**config.mk**
```make
export PLATFORM = sky130hd
export DESIGN_NAME = alu_mutation_scan_ctrl
export DESIGN_NICKNAME = d
export VERILOG_FILES = /design/src/rtl/alu_scan_pkg.sv /design/src/rtl/alu_scan_vecgen.sv /design/src/rtl/alu_mutation_scan_ctrl.sv
export SDC_FILE = /design/constraint.sdc
export NUM_CORES = 1
export LEC_CHECK = 0
export ABC_AREA = 1
export CAP_MARGIN = 20
export CORE_MARGIN = 2
export CORE_UTILIZATION = 40
export DETAILED_ROUTE_END_ITERATION = 10
export PLACE_DENSITY = 0.74
export SETUP_SLACK_MARGIN = 0.5
export SLEW_MARGIN = 20
export SYNTH_ARGS = -nofsm -noshare
export SYNTH_HDL_FRONTEND = slang
export SYNTH_SLANG_ARGS = --single-unit
```
**constraint.sdc**
```tcl
create_clock -name clk -period 4.1 [get_ports clk]
set_input_delay 0.82 -clock clk [delete_from_list [all_inputs] [get_ports clk]]
set_output_delay 0.82 -clock clk [all_outputs]
set_load 0.005 [all_outputs]
```
**src/rtl/alu_scan_pkg.sv**
```systemverilog
// alu_scan_pkg: opcode constants, scan FSM states and default vector geometry for the ALU mutation scanner
package alu_scan_pkg;
    localparam int SCAN_WIDTH = 4;
    localparam int SCAN_OPW   = 3;
    localparam int VEC_W      = 2*SCAN_WIDTH + SCAN_OPW;
    localparam logic [2:0] OP_ADD = 3'b000;
    localparam logic [2:0] OP_SUB = 3'b001;
    localparam logic [2:0] OP_AND = 3'b010;
    localparam logic [2:0] OP_OR  = 3'b011;
    localparam logic [2:0] OP_XOR = 3'b100;
    localparam logic [2:0] OP_SHL = 3'b101;
    localparam logic [2:0] OP_SHR = 3'b110;
    localparam logic [2:0] OP_NOP = 3'b111;
    typedef enum logic [1:0] {IDLE, RUN, DONE} state_t;
endpackage

```
**src/rtl/alu_scan_vecgen.sv**
```systemverilog
// alu_scan_vecgen: {opcode,A,B} vector register stepping B inner, A middle, enabled opcodes outer
module alu_scan_vecgen
    import alu_scan_pkg::*;
#(
    parameter int WIDTH = SCAN_WIDTH,
    parameter int OPW   = SCAN_OPW
) (
    input  logic              clk,
    input  logic              rst,
    input  logic              load,
    input  logic              adv,
    input  logic [2**OPW-1:0] mask_in,
    output logic [OPW-1:0]    opcode,
    output logic [WIDTH-1:0]  a,
    output logic [WIDTH-1:0]  b,
    output logic              last
);
    localparam int NOP = 2**OPW;
    logic [NOP-1:0]     mask_q, mask_d;
    logic [OPW-1:0]     op_q, op_d, first_op, nxt_op;
    logic [WIDTH-1:0]   a_q, a_d, b_q, b_d;
    logic [2*WIDTH-1:0] ab_inc;
    logic               nxt_vld, wrap;
    // descending loop leaves the lowest qualifying index as the final winner
    always_comb begin
        first_op = '0;
        nxt_op   = '0;
        nxt_vld  = 1'b0;
        for (int i = NOP-1; i >= 0; i--) begin
            if (mask_in[i]) first_op = OPW'(i);
            if (mask_q[i] && i > int'(op_q)) begin
                nxt_op  = OPW'(i);
                nxt_vld = 1'b1;
            end
        end
    end
    always_comb begin
        wrap       = &{a_q, b_q};
        last       = wrap & ~nxt_vld;
        ab_inc     = {a_q, b_q} + (2*WIDTH)'(1);
        mask_d     = load ? mask_in : mask_q;
        op_d       = load ? first_op : (adv && wrap) ? nxt_op : op_q;
        {a_d, b_d} = load ? '0 : adv ? ab_inc : {a_q, b_q};
    end
    always_ff @(posedge clk) begin
        if (rst) begin
            mask_q <= '0;
            op_q   <= '0;
            a_q    <= '0;
            b_q    <= '0;
        end else begin
            mask_q <= mask_d;
            op_q   <= op_d;
            a_q    <= a_d;
            b_q    <= b_d;
        end
    end
    assign opcode = op_q;
    assign a      = a_q;
    assign b      = b_q;
endmodule

```
**src/rtl/alu_mutation_scan_ctrl.sv**
```systemverilog
// alu_mutation_scan_ctrl: sweeps all enabled vectors through golden and mutant ALUs and records mismatches
module alu_mutation_scan_ctrl
    import alu_scan_pkg::*;
#(
    parameter int WIDTH        = SCAN_WIDTH,
    parameter int OPW          = SCAN_OPW,
    parameter bit COMPARE_ZERO = 1'b1
) (
    input  logic                     clk,
    input  logic                     rst,
    input  logic                     start,
    input  logic                     abort,
    input  logic                     stop_on_fail,
    input  logic [2**OPW-1:0]        op_mask,
    output logic [WIDTH-1:0]         alu_a,
    output logic [WIDTH-1:0]         alu_b,
    output logic [OPW-1:0]           alu_opcode,
    input  logic [WIDTH-1:0]         gold_result,
    input  logic                     gold_zero,
    input  logic [WIDTH-1:0]         mut_result,
    input  logic                     mut_zero,
    output logic                     busy,
    output logic                     done,
    output logic [2*WIDTH+OPW:0]     mismatch_cnt,
    output logic [2*WIDTH+OPW:0]     vec_cnt,
    output logic [2**OPW-1:0]        op_fail_map,
    output logic                     first_fail_vld,
    output logic [2*WIDTH+OPW-1:0]   first_fail_vec
);
    localparam int CW  = 2*WIDTH + OPW + 1;
    localparam int VW  = 2*WIDTH + OPW;
    localparam int NOP = 2**OPW;
    state_t          state_q, state_d;
    logic            stop_q, stop_d;
    logic [CW-1:0]   vec_cnt_q, vec_cnt_d, mismatch_cnt_q, mismatch_cnt_d;
    logic [NOP-1:0]  op_fail_map_q, op_fail_map_d;
    logic            first_fail_vld_q, first_fail_vld_d;
    logic [VW-1:0]   first_fail_vec_q, first_fail_vec_d;
    logic            load, adv, last, fail, finish, cmp, hit;
    alu_scan_vecgen #(.WIDTH(WIDTH), .OPW(OPW)) u_vecgen (
        .clk     (clk),
        .rst     (rst),
        .load    (load),
        .adv     (adv),
        .mask_in (op_mask),
        .opcode  (alu_opcode),
        .a       (alu_a),
        .b       (alu_b),
        .last    (last)
    );
    always_ff @(posedge clk) begin
        if (rst) state_q <= IDLE;
        else     state_q <= state_d;
    end
    // abort suppresses counting of the vector on the bus; stop/last still count it
    always_comb begin
        load    = start && state_q != RUN;
        fail    = (gold_result != mut_result) | (COMPARE_ZERO && gold_zero != mut_zero);
        finish  = abort | last | (stop_q & fail);
        state_d = load ? ((|op_mask) ? RUN : DONE) : (state_q == RUN && finish) ? DONE : state_q;
        adv     = state_q == RUN && !finish;
        cmp     = state_q == RUN && !abort;
        hit     = cmp && fail;
    end
    always_comb begin
        busy = state_q == RUN;
        done = state_q == DONE;
    end
    always_comb begin
        stop_d           = load ? stop_on_fail : stop_q;
        vec_cnt_d        = load ? '0 : cmp ? vec_cnt_q + CW'(1) : vec_cnt_q;
        mismatch_cnt_d   = load ? '0 : hit ? mismatch_cnt_q + CW'(1) : mismatch_cnt_q;
        op_fail_map_d    = load ? '0 : hit ? op_fail_map_q | (NOP'(1) << alu_opcode) : op_fail_map_q;
        first_fail_vld_d = load ? 1'b0 : first_fail_vld_q | hit;
        first_fail_vec_d = load ? '0 : (hit && !first_fail_vld_q) ? {alu_opcode, alu_a, alu_b} : first_fail_vec_q;
    end
    always_ff @(posedge clk) begin
        if (rst) begin
            stop_q           <= 1'b0;
            vec_cnt_q        <= '0;
            mismatch_cnt_q   <= '0;
            op_fail_map_q    <= '0;
            first_fail_vld_q <= 1'b0;
            first_fail_vec_q <= '0;
        end else begin
            stop_q           <= stop_d;
            vec_cnt_q        <= vec_cnt_d;
            mismatch_cnt_q   <= mismatch_cnt_d;
            op_fail_map_q    <= op_fail_map_d;
            first_fail_vld_q <= first_fail_vld_d;
            first_fail_vec_q <= first_fail_vec_d;
        end
    end
    assign vec_cnt        = vec_cnt_q;
    assign mismatch_cnt   = mismatch_cnt_q;
    assign op_fail_map    = op_fail_map_q;
    assign first_fail_vld = first_fail_vld_q;
    assign first_fail_vec = first_fail_vec_q;
endmodule

```
# --- After elaboration in Yosys (flattened, before gate mapping) ---
# Index checks and enable logic that the tools add are counted.
totals:
  in_bits: 23
  out_inout_bits: 57
  ff_bits: 66
  word_cells: 84
op_classes:
  mux: 27
  magnitude_cmp: 7
  n_bitwise: 8
  eq_ne: 5
  reduce_logical: 22
  addsub: 3
  n_shift: 1
ops:
  columns: ["cell", "count"]
  rows:
  - ["$mux 3", 17]
  - ["$add 12x1->12 const B", 2]
  - ["$logic_and 1x1->1", 14]
  - ["$gt 3x3->1 const A", 4]
  - ["$add 8x1->8 const B", 1]
  - ["$or 8x8->8", 1]
  - ["$reduce_and 8->1", 1]
  - ["$reduce_or 8->1", 1]
  - ["$shl 1x3->8 const A", 1]
  - ["$mux 1", 7]
  - ["$gt 2x3->1 const A", 2]
  - ["$mux 2", 3]
  - ["$ne 4x4->1", 1]
  - ["$or 1x1->1", 4]
  - ["$reduce_bool 2->1", 2]
  - ["$gt 1x3->1 const A", 1]
  - ["$logic_not 1->1", 3]
  - ["$and 1x1->1", 2]
  - ["$eq 2x1->1 const B", 1]
  - ["$eq 2x2->1 const B", 1]
  - ["$ne 2x1->1 const B", 1]
  - ["$reduce_or 2->1", 1]
  - ["$ne 1x1->1", 1]
  - ["$not 1->1", 1]

# --- Depth between registers and ports, before layout ---
logic_depth:
  depth_word: 18
  ltp_mapped: 12

# --- By module ---
# A second synthesis with hierarchy kept.
unflattened:
  hier_cells: 488
  hier_area_um2: 3268.1
by_module_without_submodules:
  columns: ["mod", "area_each_um2", "n_inst", "cells_per_inst", "seq_area_each_um2"]
  rows:
  - ["alu_mutation_scan_ctrl", 2343.5, 1, 352, 940.9]
  - ["alu_scan_vecgen", 924.6, 1, 136, 360.3]

# --- Worst setup path after synthesis ---
# Ideal clock, no wire load.
synth_timing:
  path_kind: "input -> register"
  from: "in abort"
  to: "reg mismatch_cnt_q[9], in the netlist mismatch_cnt[9]"
  n_path_buf: 1
  path_slack_ps: 2315
  cell_stages: 9
  arrival_time_ps: 1669
  required_ps: 3984
  path_cell_list: "inv_1 -> nand2_4 -> clkinv_2 -> nand2_1 -> buf_4 -> nor2_4 -> nand3_1 -> o21ai_0 -> nor2_1"
synth_between:
  elab_chain_cells: 3
synth_rtl:
  columns: ["item", "line_no", "text"]
  rows:
  - ["start: declaration", "alu_mutation_scan_ctrl.sv:12", "input logic abort,"]
  - ["$logic_not 1->1", "alu_mutation_scan_ctrl.sv:62", "cmp = state_q == RUN && !abort;"]
  - ["$logic_and 1x1->1", "alu_mutation_scan_ctrl.sv:62", null]
  - ["$logic_and 1x1->1", "alu_mutation_scan_ctrl.sv:63", "hit = cmp && fail;"]
  - ["end signal: assignment", "alu_mutation_scan_ctrl.sv:88", "mismatch_cnt_q <= mismatch_cnt_d;"]
  - ["end: declaration", "alu_mutation_scan_ctrl.sv:35", "logic [CW-1:0] vec_cnt_q, vec_cnt_d, mismatch_cnt_q, mismatch_cnt_d;"]
# No other way between the ends.
# A chain may end at the register's enable or synchronous reset.

# --- Final worst setup path ---
layout_timing:
  from: "in mut_zero"
  to: "reg first_fail_vec_q[2], in the netlist first_fail_vec[2]"
layout_between:
  elab_chain_cells: 4
layout_rtl:
  columns: ["item", "line_no", "text"]
  rows:
  - ["start: declaration", "alu_mutation_scan_ctrl.sv:21", "input logic mut_zero,"]
  - ["$ne 1x1->1", "alu_mutation_scan_ctrl.sv:58", "fail = (gold_result != mut_result) | (COMPARE_ZERO && gold_zero != mut_zero);"]
  - ["$or 1x1->1", "alu_mutation_scan_ctrl.sv:58", null]
  - ["$logic_and 1x1->1", "alu_mutation_scan_ctrl.sv:63", null]
  - ["$logic_and 1x1->1", "alu_mutation_scan_ctrl.sv:75", "first_fail_vec_d = load ? '0 : (hit && !first_fail_vld_q) ? {alu_opcode, alu_a, alu_b} : first_fail_vec_q;"]
  - ["end signal: assignment", "alu_mutation_scan_ctrl.sv:91", "first_fail_vec_q <= first_fail_vec_d;"]
  - ["end: declaration", "alu_mutation_scan_ctrl.sv:38", "logic [VW-1:0] first_fail_vec_q, first_fail_vec_d;"]
# No other way between the ends.

==> impl_metrics.env <==
export IMPL_area_delta_synth_final_pct=34.57
export IMPL_slew_violations=0
export IMPL_numClockSinks=65
export IMPL_grt_pass1_vias=2695
export IMPL_synth_edff_count=0
export IMPL_max_cap_viol_count=0
export IMPL_drt_initial_drc_count=90
export IMPL_num_antenna_cells=0
export IMPL_finalNonFillerCells=631
export IMPL_antenna_found_initial=0
export IMPL_cts_root_buf="clkbuf_8"
export IMPL_ant_nets=0
export IMPL_yosysWarnings=0
export IMPL_max_freq_mhz=346.6
export IMPL_netlist_instances=446
export IMPL_grt_use_total=0.1700
export IMPL_worstHoldStart="op_fail_map[5]"
export IMPL_vias_per_cell=4.805
export IMPL_whs_ns=0.4556
export IMPL_syn_cell_area_sq_um=3098
export IMPL_htreeDepth=3
export IMPL_seq_area_sq_um=1301
export IMPL_post_synth_top_count_cell="nand2_1"
export IMPL_end_kind="flop"
export IMPL_fin_crit_sh=0.7038
export IMPL_setup_viol=0
export IMPL_vias=3032
export IMPL_fp_dieW_microns=92.01
export IMPL_rsz0062_at_grt="no"
export IMPL_fp_coreArea_sq_um=7607
export IMPL_status="finished, final reports clean"
export IMPL_globalplace_congestion=0.7852
export IMPL_placed_cells=615
export IMPL_fin_crit_ns=2.886
export IMPL_crit_fanout=20
export IMPL_die_area_sq_um=8465
export IMPL_cts_inserted_buffers=9
export IMPL_async_reset_ff_frac=0
export IMPL_r2r_start="state_q[0]"
export IMPL_multiInputGateArea_sq_um=1460
export IMPL_grt_max_degree=28
export IMPL_fillCellCount=739
export IMPL_hp_class="reg -> reg"
export IMPL_cts_tree="yes"
export IMPL_critical_path_class="in -> reg"
export IMPL_post_cts_buffers=0
export IMPL_start_kind="input port"
export IMPL_grt_pass1_wl_microns=11630
export IMPL_critPathArrivalTime_ns=3.14
export IMPL_grt_overflow=0
export IMPL_synth_seq_area_share=0.4200
export IMPL_cts_clk_slew_worst_paths_ns=0.08
export IMPL_firstDrtPassIters=4
export IMPL_cts_max_path_buffers=2
export IMPL_ys_seq_elements=65
export IMPL_synth_flop_cell="dfxtp_1"
export IMPL_leakagePower_nw=1.619
export IMPL_synth_top_cell_area_share=0.4200
export IMPL_yosys_top_cells_area="dfxtp_1 42%, nand2_1 11%, a21oi_1 8.1%"
export IMPL_required_ns=4.35
export IMPL_fin_worst_skew_ns=0.01023
export IMPL_place_hpwl_microns=5290
export IMPL_fin_setup_tns_ns=0
export IMPL_cp_startpoint="mut_zero"
export IMPL_maxSlewHeadroom=0.5190
export IMPL_finalHoldViolations=0
export IMPL_wl_per_cell_microns=11.31
export IMPL_drc_errors=0
export IMPL_rows=32
export IMPL_pwr_density_cell_nw_per_um2=338.5
export IMPL_io_pins=80
export IMPL_port_buffers=79
export IMPL_cts_hold_buf=0
export IMPL_postSynthAreaPerCell_sq_um=6.946
export IMPL_synth_area_leader_cell="dfxtp_1"
export IMPL_vdd_drop_max_v=0.0001921
export IMPL_wl_microns=7139
export IMPL_initial_core_util=0.4072
export IMPL_tightest_slew_ns=0.7170
export IMPL_drive_above_1_share=0.06616
export IMPL_die_y_microns=92.01
export IMPL_cts_resized_gates=0
export IMPL_final_nets=550
export IMPL_synth_common_cells="94 x nand2_1, 66 x inv_1, 65 x dfxtp_1"
export IMPL_syn_nets=472
export IMPL_ys_types=36
export IMPL_clk_latency_ns=0.34
[flip-flops by register name, summed over array words and instances, names as in the netlist]
register / count
u_vecgen.a: 4
state_q: 2
stop_q: 1
op_fail_map: 8
first_fail_vec: 11
first_fail_vld: 1
u_vecgen.opcode: 3
u_vecgen.mask_q: 7
u_vecgen.b: 4
mismatch_cnt: 12
vec_cnt: 12
[routing by layer]
layer | vias up | GRT usage | wire length (microns)
met4 | 0 | 0.06219 | 120
met5 | - | 0 | 0
met3 | 11 | 0.04191 | 360
met1 | 1354 | 0.2104 | 3266
li1 | 1580 | - | -
met2 | 87 | 0.2868 | 3392
[through the flow]
| stage | worst slack, ns | utilization | total power, mW | area, sq um |
|---|---|---|---|---|
| final | 1.214 | 0.5480 | 1.411 | 4169 |
| after global routing | 1.001 | 0.5480 | 1.479 | 4169 |
| after CTS | 1.216 | 0.5480 | 1.423 | 4169 |
| after detailed placement | 0.8772 | 0.5192 | 0.8285 | 3950 |
| after global placement | 0.9566 | 0.5192 | 0.8252 | 3950 |
| after floorplan | 2.315 | - | 0.7717 | 3098 |
[worst max-delay path, cell delays in order]
cell	delay, ns
clkdlybuf4s50_1	0.50
inv_1	0.05
nand2_1	0.05
nand2_1	0.05
nor2_1	0.10
nand3_1	0.13
nand2_1	0.39
inv_1	0.41
nand2_1	0.39
nand2_1	0.12
a21oi_1	0.13
[logic make-up (layout without fill, tap and decap cells)]
logic type | Yosys count | after routing | share of synthesized area
simple gates | 203 | 203 | 0.2973
xor+xnor | 6 | 6 | 0.01696
flops | 65 | 65 | 0.4200
compound gates | 86 | 86 | 0.1450
fa+ha+maj | 3 | 3 | 0.01212
buf+inv | 83 | 166 | 0.1086
[final cells by class]
type	instances	share of cell area
clock inverters	7	0.02281
inverters	71	0.06483
clock buffers	9	0.02971
flip-flops and latches	65	0.3121
multi-input cells	298	0.3502
well taps	102	0.03061
repair buffers	79	0.1897
[cells in the final DEF, fill, tap and decap left out, types with 2 or more instances in the layout]
master / Yosys / routed
ha_1: 3 / 3
inv_1: 66 / 66
nand4_1: 3 / 3
nor3_1: 11 / 11
a21oi_1: 50 / 50
nor2_4: 3 / 3
nand3_1: 34 / 34
dfxtp_1: 65 / 65
o21a_1: 2 / 2
bufinv_16: 0 / 2
nand2_1: 94 / 94
clkinv_2: 1 / 3
xnor2_1: 2 / 2
o21ai_1: 2 / 2
clkdlybuf4s50_1: 0 / 79
clkbuf_8: 0 / 9
nor2_2: 4 / 4
nand2_2: 3 / 3
inv_2: 2 / 2
nor3b_1: 2 / 2
nor2_1: 43 / 43
xor2_1: 4 / 4
clkinv_4: 0 / 2
o21ai_0: 28 / 28
[path summary, 6_finish.rpt]
kind	to	slack, ns	depth (start not counted)
max reg2reg	mismatch_cnt[2]	1.72	6
min	op_fail_map[5]	0.46	2
min reg2reg	op_fail_map[5]	0.46	2
max	first_fail_vec[2]	1.21	11
[power by group]
group          total (mW)  internal [mW]  switching (mW)
clock network       0.595          0.342           0.253
logic               0.154         0.0646          0.0898
registers           0.662          0.646          0.0160
total                1.41           1.05           0.359
No activity file was read; power rests on OpenSTA's default activity.
